--- src/rtl/seq_mac_pkg.sv ---
// Shared op codes, FSM state encoding and helpers for the sequential MAC datapath.
package seq_mac_pkg;

  typedef enum logic [1:0] {
    OP_MUL = 2'd0,
    OP_ADD = 2'd1,
    OP_MAC = 2'd2,
    OP_CLR = 2'd3
  } op_e;

  typedef enum logic [1:0] {
    S_IDLE = 2'd0,
    S_LOAD = 2'd1,
    S_MULT = 2'd2,
    S_WB   = 2'd3
  } state_e;

  // True for the operations that need the shift-add multiplier.
  function automatic logic uses_mult(input op_e op);
    return (op == OP_MUL) || (op == OP_MAC);
  endfunction

endpackage

--- src/rtl/seq_multiplier.sv ---
// Unsigned shift-add multiplier: load captures operands, each step retires one multiplier bit.
module seq_multiplier #(
  parameter int unsigned p_width = 7
) (
  input  logic                   i_w_clk,
  input  logic                   i_w_reset,
  input  logic                   i_w_load,
  input  logic                   i_w_step,
  input  logic [p_width-1:0]     i_w_a,
  input  logic [p_width-1:0]     i_w_b,
  output logic [2*p_width-1:0]   o_w_product,
  output logic                   o_w_done_c
);

  localparam int unsigned W  = p_width;
  localparam int unsigned PW = 2 * p_width;
  localparam int unsigned CW = $clog2(p_width);

  logic [PW-1:0] mcand;
  logic [W-1:0]  mplier;
  logic [CW-1:0] cnt;

  // High on the step that retires the last multiplier bit; the product is final after this edge.
  assign o_w_done_c = i_w_step && (cnt == CW'(W - 1));

  always_ff @(posedge i_w_clk or negedge i_w_reset) begin
    if (!i_w_reset) begin
      mcand       <= '0;
      mplier      <= '0;
      cnt         <= '0;
      o_w_product <= '0;
    end else if (i_w_load) begin
      mcand       <= PW'(i_w_a);
      mplier      <= i_w_b;
      cnt         <= '0;
      o_w_product <= '0;
    end else if (i_w_step) begin
      if (mplier[0]) begin
        o_w_product <= o_w_product + mcand;
      end
      mcand  <= mcand << 1;
      mplier <= mplier >> 1;
      cnt    <= cnt + CW'(1);
    end
  end

endmodule

--- src/rtl/seq_mac_unit.sv ---
// Operand register bank, control FSM, accumulator and gated result output around seq_multiplier.
module seq_mac_unit
  import seq_mac_pkg::*;
#(
  parameter  int unsigned p_data_width = 7,
  parameter  int unsigned p_depth      = 4,
  localparam int unsigned p_addr_width = $clog2(p_depth)
) (
  input  logic                      i_w_clk,
  input  logic                      i_w_reset,
  input  logic                      i_w_write,
  input  logic [p_addr_width-1:0]   i_w_waddr,
  input  logic [p_data_width-1:0]   i_w_data,
  input  logic                      i_w_start,
  input  logic [1:0]                i_w_op,
  input  logic [p_addr_width-1:0]   i_w_sel_a,
  input  logic [p_addr_width-1:0]   i_w_sel_b,
  input  logic                      i_w_display,
  output logic [2*p_data_width-1:0] o_w_out,
  output logic                      o_w_busy,
  output logic                      o_w_done,
  output logic                      o_w_overflow
);

  localparam int unsigned W  = p_data_width;
  localparam int unsigned DW = 2 * p_data_width;
  localparam int unsigned AW = p_addr_width;

  logic [W-1:0]  bank [p_depth];
  state_e        state;
  op_e           op_q;
  logic [AW-1:0] sel_a_q;
  logic [AW-1:0] sel_b_q;
  logic [W-1:0]  opa;
  logic [W-1:0]  opb;
  logic [DW-1:0] acc;
  logic [DW-1:0] result;

  logic [W-1:0]  rd_a_c;
  logic [W-1:0]  rd_b_c;
  logic [DW-1:0] product;
  logic          mult_done_c;
  logic          mult_load_c;
  logic          mult_step_c;
  logic [DW:0]   mac_sum_c;

  assign rd_a_c      = bank[sel_a_q];
  assign rd_b_c      = bank[sel_b_q];
  assign mult_load_c = (state == S_LOAD) && uses_mult(op_q);
  assign mult_step_c = (state == S_MULT);
  // Extra top bit captures the accumulator carry-out for the sticky overflow flag.
  assign mac_sum_c   = {1'b0, acc} + {1'b0, product};
  assign o_w_out     = i_w_display ? result : '0;

  seq_multiplier #(
    .p_width (W)
  ) u_mult (
    .i_w_clk     (i_w_clk),
    .i_w_reset   (i_w_reset),
    .i_w_load    (mult_load_c),
    .i_w_step    (mult_step_c),
    .i_w_a       (rd_a_c),
    .i_w_b       (rd_b_c),
    .o_w_product (product),
    .o_w_done_c  (mult_done_c)
  );

  always_ff @(posedge i_w_clk or negedge i_w_reset) begin
    if (!i_w_reset) begin
      for (int i = 0; i < int'(p_depth); i++) begin
        bank[i] <= '0;
      end
      state        <= S_IDLE;
      op_q         <= OP_MUL;
      sel_a_q      <= '0;
      sel_b_q      <= '0;
      opa          <= '0;
      opb          <= '0;
      acc          <= '0;
      result       <= '0;
      o_w_busy     <= 1'b0;
      o_w_done     <= 1'b0;
      o_w_overflow <= 1'b0;
    end else begin
      o_w_done <= 1'b0;
      case (state)
        S_IDLE: begin
          if (i_w_write) begin
            bank[i_w_waddr] <= i_w_data;
          end
          if (i_w_start) begin
            op_q     <= op_e'(i_w_op);
            sel_a_q  <= i_w_sel_a;
            sel_b_q  <= i_w_sel_b;
            o_w_busy <= 1'b1;
            state    <= S_LOAD;
          end
        end
        // Bank is read one edge after start so a same-cycle write is observed.
        S_LOAD: begin
          opa   <= rd_a_c;
          opb   <= rd_b_c;
          state <= uses_mult(op_q) ? S_MULT : S_WB;
        end
        S_MULT: begin
          if (mult_done_c) begin
            state <= S_WB;
          end
        end
        S_WB: begin
          case (op_q)
            OP_MUL: result <= product;
            OP_ADD: result <= DW'(opa) + DW'(opb);
            OP_MAC: begin
              acc    <= mac_sum_c[DW-1:0];
              result <= mac_sum_c[DW-1:0];
              if (mac_sum_c[DW]) begin
                o_w_overflow <= 1'b1;
              end
            end
            default: begin
              acc          <= '0;
              result       <= '0;
              o_w_overflow <= 1'b0;
            end
          endcase
          o_w_done <= 1'b1;
          o_w_busy <= 1'b0;
          state    <= S_IDLE;
        end
        default: state <= S_IDLE;
      endcase
    end
  end

endmodule

--- config.mk ---
export PLATFORM = sky130hd
export DESIGN_NAME = seq_mac_unit
export DESIGN_NICKNAME = d
export VERILOG_FILES = /design/src/rtl/seq_mac_pkg.sv /design/src/rtl/seq_multiplier.sv /design/src/rtl/seq_mac_unit.sv
export SDC_FILE = /design/constraint.sdc
export NUM_CORES = 1
export LEC_CHECK = 0
export BUFFER_PORTS_ARGS = -buffer_cell sky130_fd_sc_hd__buf_4
export CAP_MARGIN = 20
export CELL_PAD_IN_SITES_DETAIL_PLACEMENT = 1
export CELL_PAD_IN_SITES_GLOBAL_PLACEMENT = 1
export CORE_ASPECT_RATIO = 1.5
export CORE_MARGIN = 2
export CORE_UTILIZATION = 45
export DETAILED_ROUTE_END_ITERATION = 7
export HOLD_SLACK_MARGIN = 0.06
export PLACE_DENSITY = 0.82
export RECOVER_POWER = 100
export SYNTH_ARGS = -nofsm -noshare
export SYNTH_HDL_FRONTEND = slang
export SYNTH_SLANG_ARGS = --single-unit
--- constraint.sdc ---
create_clock -name i_w_clk -period 2.1 [get_ports i_w_clk]
set_input_delay 0.315 -clock i_w_clk [delete_from_list [all_inputs] [get_ports i_w_clk]]
set_output_delay 0.315 -clock i_w_clk [all_outputs]
set_load 0.005 [all_outputs]
==> impl_metrics.py, run 1 <==
metrics = {
    "clock_tree": {
        "cts_root_buffer": "clkbuf_16",
        "cts_buffer_depth": 2,
        "clock_latency_ns": 0.44,
        "tritoncts": "done",
        "clock_sinks": 119,
        "path_clk_slew_ns": 0.06,
        "numCtsBuffers": 17,
        "cts_max_level": 4,
    },
    "floorplan": {
        "start_util_pct": 45.76,
        "rows": 55,
        "die_area_mm2": 0.01628,
        "io_pins": 37,
        "core_mm2": 0.01500,
        "die_w_um": 104.9,
        "die_y_um": 155.3,
    },
    "worst_setup_path": {
        "crit_path_end_kind": "register",
        "crit_start": "u_mult.o_w_product[0]$_DFFE_PN0P_",
        "crit_path_max_incr_delay_ns": 0.43,
        "cp_max_fo": 4,
        "required_ns": 2.41,
        "critical_path_arrival_ns": 2.61,
        "path_class": "reg2reg",
        "timing.rr.start": "u_mult.o_w_product[0]$_DFFE_PN0P_",
        "crit_buf_inv": 1,
        "crit_chain": "ha_4 > inv_2 > fa_2 > nor2b_4 > o21ai_4 > a21oi_4 > nor3_2 > or3_4 > xor2_2 > o21ai_1",
        "start_kind": "register",
        "critPathSlowestCell": "dfrtp_1",
        "crit_family": "simple AND/OR/NAND/NOR gates",
    },
    "power_and_ir_drop": {
        "netSwitchingPower_mw": 5.388,
        "p_int_mw": 7.869,
        "leakagePower_nw": 3.919,
        "ir_worst_vdd_mv": 0.8866,
        "combPwrFrac_pct": 46.5,
        "total_power_mw": 13.26,
        "swShare_pct": 40.64,
        "p_seq_share_pct": 32.0,
        "pwr-share-clk_pct": 21.5,
        "powerDensity_mw_per_mm2": 1535,
    },
    "detailed_routing": {
        "wl_per_cell_um": 23.45,
        "drtIter0Drc": 318,
        "vias": 5659,
        "viasPerCell": 6.014,
        "first_pass_iters": 4,
        "wl_met2_um": 12680,
        "remaining_drc_errors": 0,
        "top_layer": "met4",
        "wl_met1_um": 7594,
        "ant_nets": 0,
        "wl_met3_um": 738,
        "drt-total-wl_um": 22070,
    },
    "synthesis": {
        "ys_warn_count": 0,
        "synth.top_cells.by_count": "dfrtp_1, nand2_1, mux2_2",
        "synth.most_common_cell": "dfrtp_1",
        "avgSynthCellArea_um2": 10.64,
        "synth_compound_area_share_pct": 14.23,
        "yosysTopAreaCellShare_pct": 43.38,
        "syn-num-nets": 708,
        "synth-xor-area-share_pct": 2.934,
        "synthCells": 645,
        "synthFlopType": "dfrtp_1",
        "ys_ff_latch": 119,
        "synth-async-reset-ratio_pct": 100.0,
        "synth_area_mm2": 0.006865,
        "synth_edf_count": 0,
        "yosys.cell_types.count": 62,
        "synth_top_family_by_area": "multiplexers",
        "yosysSeqAreaShare_pct": 43.38,
        "yosysTopAreaCell": "dfrtp_1",
        "synth.top_cells.by_area": "dfrtp_1, mux2_2, ha_1",
        "synth_fa_ha_area_share_pct": 8.165,
        "synth-simple-area-share_pct": 12.36,
        "synth.area.mux_share_pct": 16.27,
    },
    "timing": {
        "fin_skew_ns": 0.01040,
        "tightest_slew_ns": 0.9898,
        "holdWs_ns": 0.1054,
        "rsz0062_at_grt": "yes",
        "maxSlewHeadroom_pct": 34.01,
        "drv_slew": 0,
        "finalSetupViolCount": 18,
        "fmax_mhz": 434.9,
        "period_share_pct": 109.5,
        "fin_crit_ns": 2.300,
        "hold_violations": 0,
        "fin_ws_ns": -0.1996,
    },
    "final_layout": {
        "antenna_cells": 0,
        "syn2layout_area_growth_pct": 25.81,
        "fin_nets": 792,
        "fin_cells": 941,
        "drive_above_1_share_pct": 34.50,
    },
    "status": {
        "violations": "setup timing",
        "status": "finished with violations",
    },
    "placement": {
        "port_buffers": 36,
        "dpl.hpwl_um": 14160,
        "place.gp.congestion": 0.8732,
        "dpl_worst_slack_ns": -0.1924,
        "place_inst": 890,
    },
    "grt": {
        "grt_remaining_overflow": 0,
        "antenna_found_initial": 0,
        "grt_pass1_wl_um": 33010,
        "track_usage_pct": 26.17,
        "grt_pass1_vias": 6251,
        "grt_max_degree": 49,
    },
    "run": {
        "max_cap_violations": 0,
    },
    "hold_path": {
        "hp-start": "i_w_sel_b[1]",
        "hp-class": "in2reg",
    },
}
-- power groups by stage --
stage / combinational, mW / clock, mW / sequential [mW]
6_report: 6.17 / 2.84 / 4.25
3_5_place_dp: 5.35 / 0 / 4.19
4_1_cts: 5.63 / 2.85 / 4.19
5_1_grt: 6.67 / 2.97 / 4.35
2_1_floorplan: 3.94 / 0 / 3.68
3_3_place_gp: 5.02 / 0 / 4.05
-- per-stage QoR --
step / utilization [%] / setup TNS (ns) / area (um2)
after floorplan: - / 0 / 6878
after global placement: 50.68 / -0.4956 / 7604
after detailed placement: 50.68 / -1.439 / 7604
after CTS: 55.57 / -0.5974 / 8337
after global routing: 57.57 / -6.874 / 8637
final: 57.57 / -1.852 / 8637
-- worst paths after layout --
| kind | end | slack [ns] | cells after the start |
|---|---|---|---|
| setup / recovery | result[8]$_DFFE_PN0P_ | -0.20 | 10 |
| hold / removal | sel_b_q[1]$_DFFE_PN0P_ | 0.11 | 2 |
| setup reg to reg | result[8]$_DFFE_PN0P_ | -0.20 | 10 |
| hold reg to reg | acc[9]$_DFFE_PN0P_ | 0.51 | 1 |
| max in group asynchronous | bank[24]$_DFFE_PN0P_ | 0.23 | 3 |
| min in group asynchronous | acc[11]$_DFFE_PN0P_ | 0.57 | 2 |
-- what timing repair did --
action / in CTS / in global routing
endpoints found under the setup margin: 16 / 36
buffers inserted: 6 / 12
hold endpoints to repair: 35 / 0
pin swaps: 19 / 29
resized for setup: 20 / 57
hold buffers: 1 / 0
-- state kept, by name (all words and copies together) (netlist names) --
| register | count |
|---|---|
| result | 14 |
| sel_a_q | 2 |
| op_q | 2 |
| state | 2 |
| u_mult.mcand | 14 |
| o_w_done | 1 |
| sel_b_q | 2 |
| o_w_overflow | 1 |
| o_w_busy | 1 |
| opa | 7 |
| u_mult.cnt | 3 |
| acc | 14 |
| u_mult.o_w_product | 14 |
| bank | 28 |
| u_mult.mplier | 7 |
| opb | 7 |
-- cell type report --
cell class	instances	area, um2
multi-input cells	480	4071
clock buffers	18	429.2
inverters	17	63.81
repair buffers	94	703.2
flip-flops and latches	119	2983
well taps	199	249.0
fillers	1592	6365
clock inverters	14	137.6
-- layer usage --
layer  GRT usage (%)  vias to the layer above
met5               0                        -
met3           5.069                       81
li1                -                     2487
met4           13.90                        0
met1           26.21                     2911
met2           50.28                      180
-- kinds of logic (layout without fill, tap and decap cells) --
logic type	Yosys count	in the layout
buf+inv	46	143
compound gates	145	145
flops	119	119
xor+xnor	23	23
fa+ha+maj	43	43
mux	88	88
simple gates	181	181
-- cells in the final DEF (no fill, tap or decap), drive strengths merged, types with 4 or more instances in the layout --
cell type  instances
nor3              10
ha                40
a31oi              4
and2              18
clkbuf            31
nand2             79
mux2              49
xor2               9
buf               80
nand2b             7
o21ai             51
clkinv             4
xnor2             14
a21oi             32
o31ai              4
dfrtp            119
inv               24
nor2b              8
o211ai             5
a21o              13
mux4              14
nor2              41
a211oi            11
mux2i             25
No activity file was read; power rests on OpenSTA's default activity.
==> run 2: changes to the inputs <==
Settings changed: SYNTH_HIERARCHICAL set to 1.
==> run 2 against run 1 <==
Against the previous run:
- the flow still finishes with violations (setup timing)
- fmax down 11%
- synthesized cell count up 2.8%
- worst hold slack better by 0.026 ns
- design area up 4.1%
- register-to-register slack worse by 0.30 ns
- setup slack worse by 0.30 ns
- highest routed layer unchanged
==> impl_metrics.py, run 2 <==
metrics = {
    "floorplan": {
        "io_pins": 37,
        "die_y_um": 156.5,
        "start_util_pct": 46.09,
        "core_mm2": 0.01514,
        "rows": 55,
        "die_w_um": 105.7,
        "die_area_mm2": 0.01654,
    },
    "final_layout": {
        "layout_commonest_cell": "dfrtp_1",
        "layout_common_cells": "dfrtp_1, buf_4, nand2_1",
        "largest_reg_flops": 28,
        "n_fill_cell": 1614,
        "syn2layout_area_growth_pct": 28.90,
        "top_register": "bank",
        "fin_nets": 835,
        "fin_cells": 984,
        "antenna_cells": 0,
        "drive_above_1_share_pct": 36.31,
    },
    "power_and_ir_drop": {
        "powerDensity_mw_per_mm2": 1650,
        "total_power_mw": 14.85,
        "leakagePower_nw": 4.025,
        "ir_worst_vdd_mv": 0.8982,
    },
    "hold_path": {
        "min_to": "op_q[0]$_DFFE_PN0P_",
        "hold_depth": 2,
        "hp-start": "i_w_op[0]",
        "hp-class": "in2reg",
    },
    "synthesis": {
        "synth-async-reset-ratio_pct": 100.0,
        "ys_ff_latch": 119,
        "yosysTopAreaCell": "dfrtp_1",
        "synth_area_mm2": 0.006978,
        "avgSynthCellArea_um2": 10.52,
        "synth.most_common_cell": "dfrtp_1",
        "synthFlopType": "dfrtp_1",
        "synth_edf_count": 0,
        "yosysSeqAreaShare_pct": 42.68,
        "yosys.cell_types.count": 67,
        "syn-num-nets": 726,
        "synth.top_cells.by_area": "dfrtp_1, mux2_2, ha_1",
        "ys_warn_count": 6,
        "yosysTopAreaCellShare_pct": 42.68,
        "synthCells": 663,
        "synth.top_cells.by_count": "dfrtp_1, nand2_1, mux2_2",
    },
    "detailed_routing": {
        "wl_per_cell_um": 26.14,
        "first_pass_iters": 5,
        "drtIter0Drc": 371,
        "remaining_drc_errors": 0,
        "vias": 6218,
        "drt-total-wl_um": 25720,
        "viasPerCell": 6.319,
        "ant_nets": 0,
    },
    "grt": {
        "grt_max_degree": 55,
        "grt_remaining_overflow": 0,
        "top_usage_layer": "met2",
        "antenna_found_initial": 0,
        "grt_pass1_vias": 6748,
        "gr-usage-met3_pct": 5.539,
        "met1_usage_pct": 27.69,
        "grt_pass1_wl_um": 36450,
        "use_met2_pct": 54.93,
        "track_usage_pct": 29.15,
    },
    "worst_setup_path": {
        "rrSetupSlack_ns": -0.50,
        "path_class": "reg2reg",
        "crit_chain": "ha_4 > a211oi_4 > o21ai_2 > o311a_4 > buf_4 > buf_6 > o21a_4 > buf_6 > o31ai_4 > and2_1",
        "ff2ff_path_depth": 10,
        "start_kind": "register",
        "timing.rr.end": "u_mult/o_w_product[7]$_DFFE_PN0P_",
        "required_ns": 2.45,
        "crit_path_end_kind": "register",
        "critPathSlowestCell": "dfrtp_2",
        "crit_path_max_incr_delay_ns": 0.44,
        "timing.rr.start": "u_mult/o_w_product[1]$_DFFE_PN0P_",
        "critical_path_arrival_ns": 2.95,
        "crit_top_cell": "buf_6",
        "cp_max_fo": 2,
    },
    "clock_tree": {
        "cts_max_level": 4,
        "numCtsBuffers": 17,
        "tritoncts": "done",
        "cts_buffer_depth": 2,
        "path_clk_slew_ns": 0.06,
        "clock_latency_ns": 0.43,
        "clock_sinks": 119,
        "cts_root_buffer": "clkbuf_16",
    },
    "status": {
        "status": "finished with violations",
        "violations": "setup timing",
    },
    "placement": {
        "dpl.hpwl_um": 16030,
        "place.gp.congestion": 0.9077,
        "dpl_worst_slack_ns": -0.3823,
        "port_buffers": 36,
        "place_inst": 933,
    },
    "timing": {
        "maxSlewHeadroom_pct": 45.94,
        "fin_skew_ns": 0.01038,
        "holdWs_ns": 0.1319,
        "drv_slew": 0,
        "setup_tns_ns": -7.580,
        "tightest_slew_ns": 0.8109,
        "fmax_mhz": 385.3,
        "fin_crit_ns": 2.596,
        "finalSetupViolCount": 31,
        "period_share_pct": 123.6,
        "rsz0062_at_grt": "yes",
        "fin_ws_ns": -0.4956,
        "hold_violations": 0,
    },
    "run": {
        "max_cap_violations": 0,
    },
}
## run 2: cell count changes in the layout (fill, tap and decap cells not counted), moves of 5 or more
cell	delta
a21o_1	-5
clkbuf_2	+5
ha_4	-5
nand3_1	+10
inv_6	-7
buf_4	+21
xor2_1	-5
o21ai_1	-5
nand2_1	-11
o21a_1	+9
nand3b_1	+6
xnor2_1	-6
## run 2: worst max-delay path by stage
stage	start	to	slack, ns	depth (start not counted)
finish	u_mult/o_w_product[1]$_DFFE_PN0P_	u_mult/o_w_product[7]$_DFFE_PN0P_	-0.50	10
global route	u_mult/o_w_product[1]$_DFFE_PN0P_	u_mult/o_w_product[7]$_DFFE_PN0P_	-0.50	10
CTS	u_mult/o_w_product[1]$_DFFE_PN0P_	u_mult/o_w_product[13]$_DFFE_PN0P_	-0.29	8
detailed placement	u_mult/mcand[1]$_DFFE_PN0P_	u_mult/o_w_product[13]$_DFFE_PN0P_	-0.38	8
global placement	u_mult/o_w_product[0]$_DFFE_PN0P_	u_mult/o_w_product[12]$_DFFE_PN0P_	-0.26	10
floorplan	u_mult/mcand[1]$_DFFE_PN0P_	u_mult/o_w_product[13]$_DFFE_PN0P_	-0.19	8
## run 2: through the flow
step | util (%) | area (um2)
4_1_cts | 57.98 | 8778
3_5_place_dp | 52.28 | 7915
6_report | 59.41 | 8995
5_1_grt | 59.41 | 8995
2_1_floorplan | - | 6995
3_3_place_gp | 52.28 | 7915
## run 2: cell families (layout without fill, tap and decap cells)
group                    after synthesis  count (layout)  share of synthesized area [%]
AO/OA/AOI/OAI                        159             159                          15.47
adder cells (fa/ha/maj)               43              43                          8.033
buffers and inverters                 55             177                          3.138
XOR/XNOR                              11              11                          1.381
AND/OR/NAND/NOR                      185             185                          12.79
flip-flops                           119             119                          42.68
multiplexers                          91              91                          16.51
## run 2: layout make-up
class	instances	area (um2)	area share (%)
sequential	119	2980	33.13
clock inverter	10	142.6	1.586
tap	199	249.0	2.768
inverter	22	83.83	0.9320
clock buffer	22	484.2	5.383
timing repair buffer	123	924.6	10.28
multi-input combinational	489	4130	45.92
## run 2: worst max-delay path: cells and delay by family (launching register included)
family,cells,cell delay (ns)
compound gates,5,1.20
buf+inv,3,0.39
flops,1,0.44
simple gates,1,0.22
fa+ha+maj,1,0.27
## run 2: power by group
group / internal, mW / switching [mW]
combinational: 3.36 / 3.94
clock: 1.99 / 1.13
sequential: 3.32 / 1.10
total: 8.68 / 6.16
## run 2: what timing repair did
action,4_1_cts,5_1_grt
endpoints found under the hold margin,111,0
pin swaps,25,28
gates resized for setup,40,47
setup endpoints to repair,27,30
setup buffers,11,9
hold buffers,1,0
cloned,0,0
## run 2: layer usage
layer,vias up,wire length [um]
met3,145,1089
met5,-,0
met2,312,13910
li1,2630,-
met1,3131,8568
met4,0,2156
==> run 3: changes to the inputs <==
Settings changed: PLACE_DENSITY 0.82 to 0.79.
Clock period 2.1 ns to 3.1 ns, I/O delays scaled along.
==> run 3 against run 2 <==
Against the previous run:
- the run ends with capacitance limit, slew limit left
- register-to-register slack gained 0.83 ns
- largest cell class unchanged
- sequential power shrank 33%
- die area is the same
- non-clock buffer count shrank 74
==> impl_metrics.py, run 3 (same netlist as run 2, synthesis figures left out) <==
metrics = {
    "final_layout": {
        "multiInputGateArea_mm2": 0.003757,
        "layout_common_cells": "dfrtp_1, nand2_1, mux2_2",
        "drive_above_1_share_pct": 20.96,
        "layout_commonest_cell": "dfrtp_1",
        "regArea_mm2": 0.002978,
        "syn2layout_area_growth_pct": 15.76,
        "utilization_pct": 53.36,
        "largest_reg_flops": 28,
        "n_fill_cell": 1656,
        "fin_cells": 910,
        "top_register": "bank",
        "antenna_cells": 0,
        "fin_nets": 761,
    },
    "worst_setup_path": {
        "start_kind": "register",
        "ff2ff_path_depth": 6,
        "cp_max_fo": 26,
        "crit_path_max_incr_delay_ns": 0.86,
        "path_class": "reg2reg",
        "crit_family": "buffers and inverters",
        "path_depth": 6,
        "critical_path_arrival_ns": 3.00,
        "required_ns": 3.33,
        "crit_chain": "inv_1 > ha_1 > buf_4 > nor2b_4 > clkbuf_1 > o21ai_0",
        "critPathSlowestCell": "clkbuf_1",
        "crit_path_end_kind": "register",
        "crit_buf_inv": 3,
    },
    "floorplan": {
        "die_y_um": 156.5,
        "die_area_mm2": 0.01654,
        "io_pins": 37,
        "core_mm2": 0.01514,
        "die_w_um": 105.7,
        "rows": 55,
        "start_util_pct": 46.09,
    },
    "clock_tree": {
        "cts_buffer_depth": 2,
        "clock_latency_ns": 0.42,
        "ctsResizeCount": 0,
        "postCtsSetupBuffers": 0,
        "hold_buffers": 0,
        "tritoncts": "done",
        "numCtsBuffers": 17,
        "cts_root_buffer": "clkbuf_16",
        "path_clk_slew_ns": 0.06,
        "clock_sinks": 119,
        "cts_max_level": 4,
    },
    "detailed_routing": {
        "vias": 5405,
        "remaining_drc_errors": 0,
        "ant_nets": 0,
        "drt-total-wl_um": 19300,
        "drtIter0Drc": 184,
        "first_pass_iters": 5,
        "viasPerCell": 5.940,
        "wl_per_cell_um": 21.20,
    },
    "hold_path": {
        "hp-class": "in2reg",
        "hold_depth": 2,
    },
    "timing": {
        "fmax_mhz": 361.7,
        "hold_violations": 0,
        "drv_slew": 45,
        "maxSlewHeadroom_pct": -70.93,
        "fin_skew_ns": 0.007247,
        "holdWs_ns": 0.2745,
        "setup_tns_ns": 0,
        "fin_crit_ns": 2.765,
        "rsz0062_at_grt": "no",
        "tightest_slew_ns": 2.564,
        "finalSetupViolCount": 0,
        "period_share_pct": 89.19,
    },
    "grt": {
        "grt_pass1_wl_um": 31770,
        "track_usage_pct": 24.97,
        "grt_pass1_vias": 5958,
        "antenna_found_initial": 0,
        "grt_max_degree": 46,
        "grt_remaining_overflow": 0,
    },
    "power_and_ir_drop": {
        "powerDensity_mw_per_mm2": 1114,
        "leakagePower_nw": 3.624,
        "ir_worst_vdd_mv": 0.6034,
    },
    "run": {
        "max_cap_violations": 1,
    },
    "placement": {
        "place_inst": 878,
        "place.gp.congestion": 0.8827,
        "port_buffers": 36,
        "dpl.hpwl_um": 13960,
    },
    "status": {
        "violations": "capacitance limit, slew limit",
        "status": "finished with violations",
    },
}
## run 3: cell types whose count changed in the layout (fill, tap and decap cells not counted), sizes merged
cell and delta:
clkinv +1, inv +2, bufinv +2, buf -65, clkbuf -13, dlygate4sd3 -1
## run 3: report_power, final
group	switching, mW	internal (mW)	total [mW]
Sequential	0.699	2.25	2.95
Clock	0.763	1.43	2.19
Combinational	2.08	1.79	3.86
Total	3.54	5.46	9.00
## run 3: final timing paths
check                      slack (ns)                  from                           end
min                              0.27          i_w_sel_b[1]        sel_b_q[1]$_DFFE_PN0P_
min reg2reg                      0.47    acc[8]$_DFFE_PN0P_            acc[8]$_DFFE_PN0P_
max                              0.33  state[1]$_DFFE_PN0P_  u_mult/mplier[1]$_DFFE_PN0P_
min in group asynchronous        0.83             i_w_reset          bank[13]$_DFFE_PN0P_
max in group asynchronous        0.68             i_w_reset        result[12]$_DFFE_PN0P_
max reg2reg                      0.33  state[1]$_DFFE_PN0P_  u_mult/mplier[1]$_DFFE_PN0P_
## run 3: area by class of cell
cell class              instances  share of cell area [%]
inverters                      22                   1.022
well taps                     199                   3.082
clock buffers                  17                   5.266
multi-input cells             489                   46.51
flip-flops and latches        119                   36.86
clock inverters                15                   2.788
repair buffers                 49                   4.461
## run 3: metrics by stage
step / setup WS, ns / power, mW / instance area (um2)
after detailed placement: 0.5524 / 6.817 / 7478
after global placement: 0.6252 / 6.533 / 7478
after global routing: 0.1154 / 9.583 / 8078
final: 0.3350 / 9.002 / 8078
after CTS: 0.4746 / 9.116 / 8129
after floorplan: 0.7480 / 5.558 / 6978
## run 3: worst reg2reg max path: stages, from the launching register on
cell      delay [ns]
dfrtp_1         0.43
inv_1           0.11
ha_1            0.14
buf_4           0.24
nor2b_4         0.50
clkbuf_1        0.87
o21ai_0         0.30
## run 3: routing by layer
layer	up-vias	track usage (%)	wire length, um
met5	-	0	0
met4	0	13.41	962
met3	46	4.456	489
met2	111	47.04	10640
met1	2762	26.02	7203
li1	2486	-	-
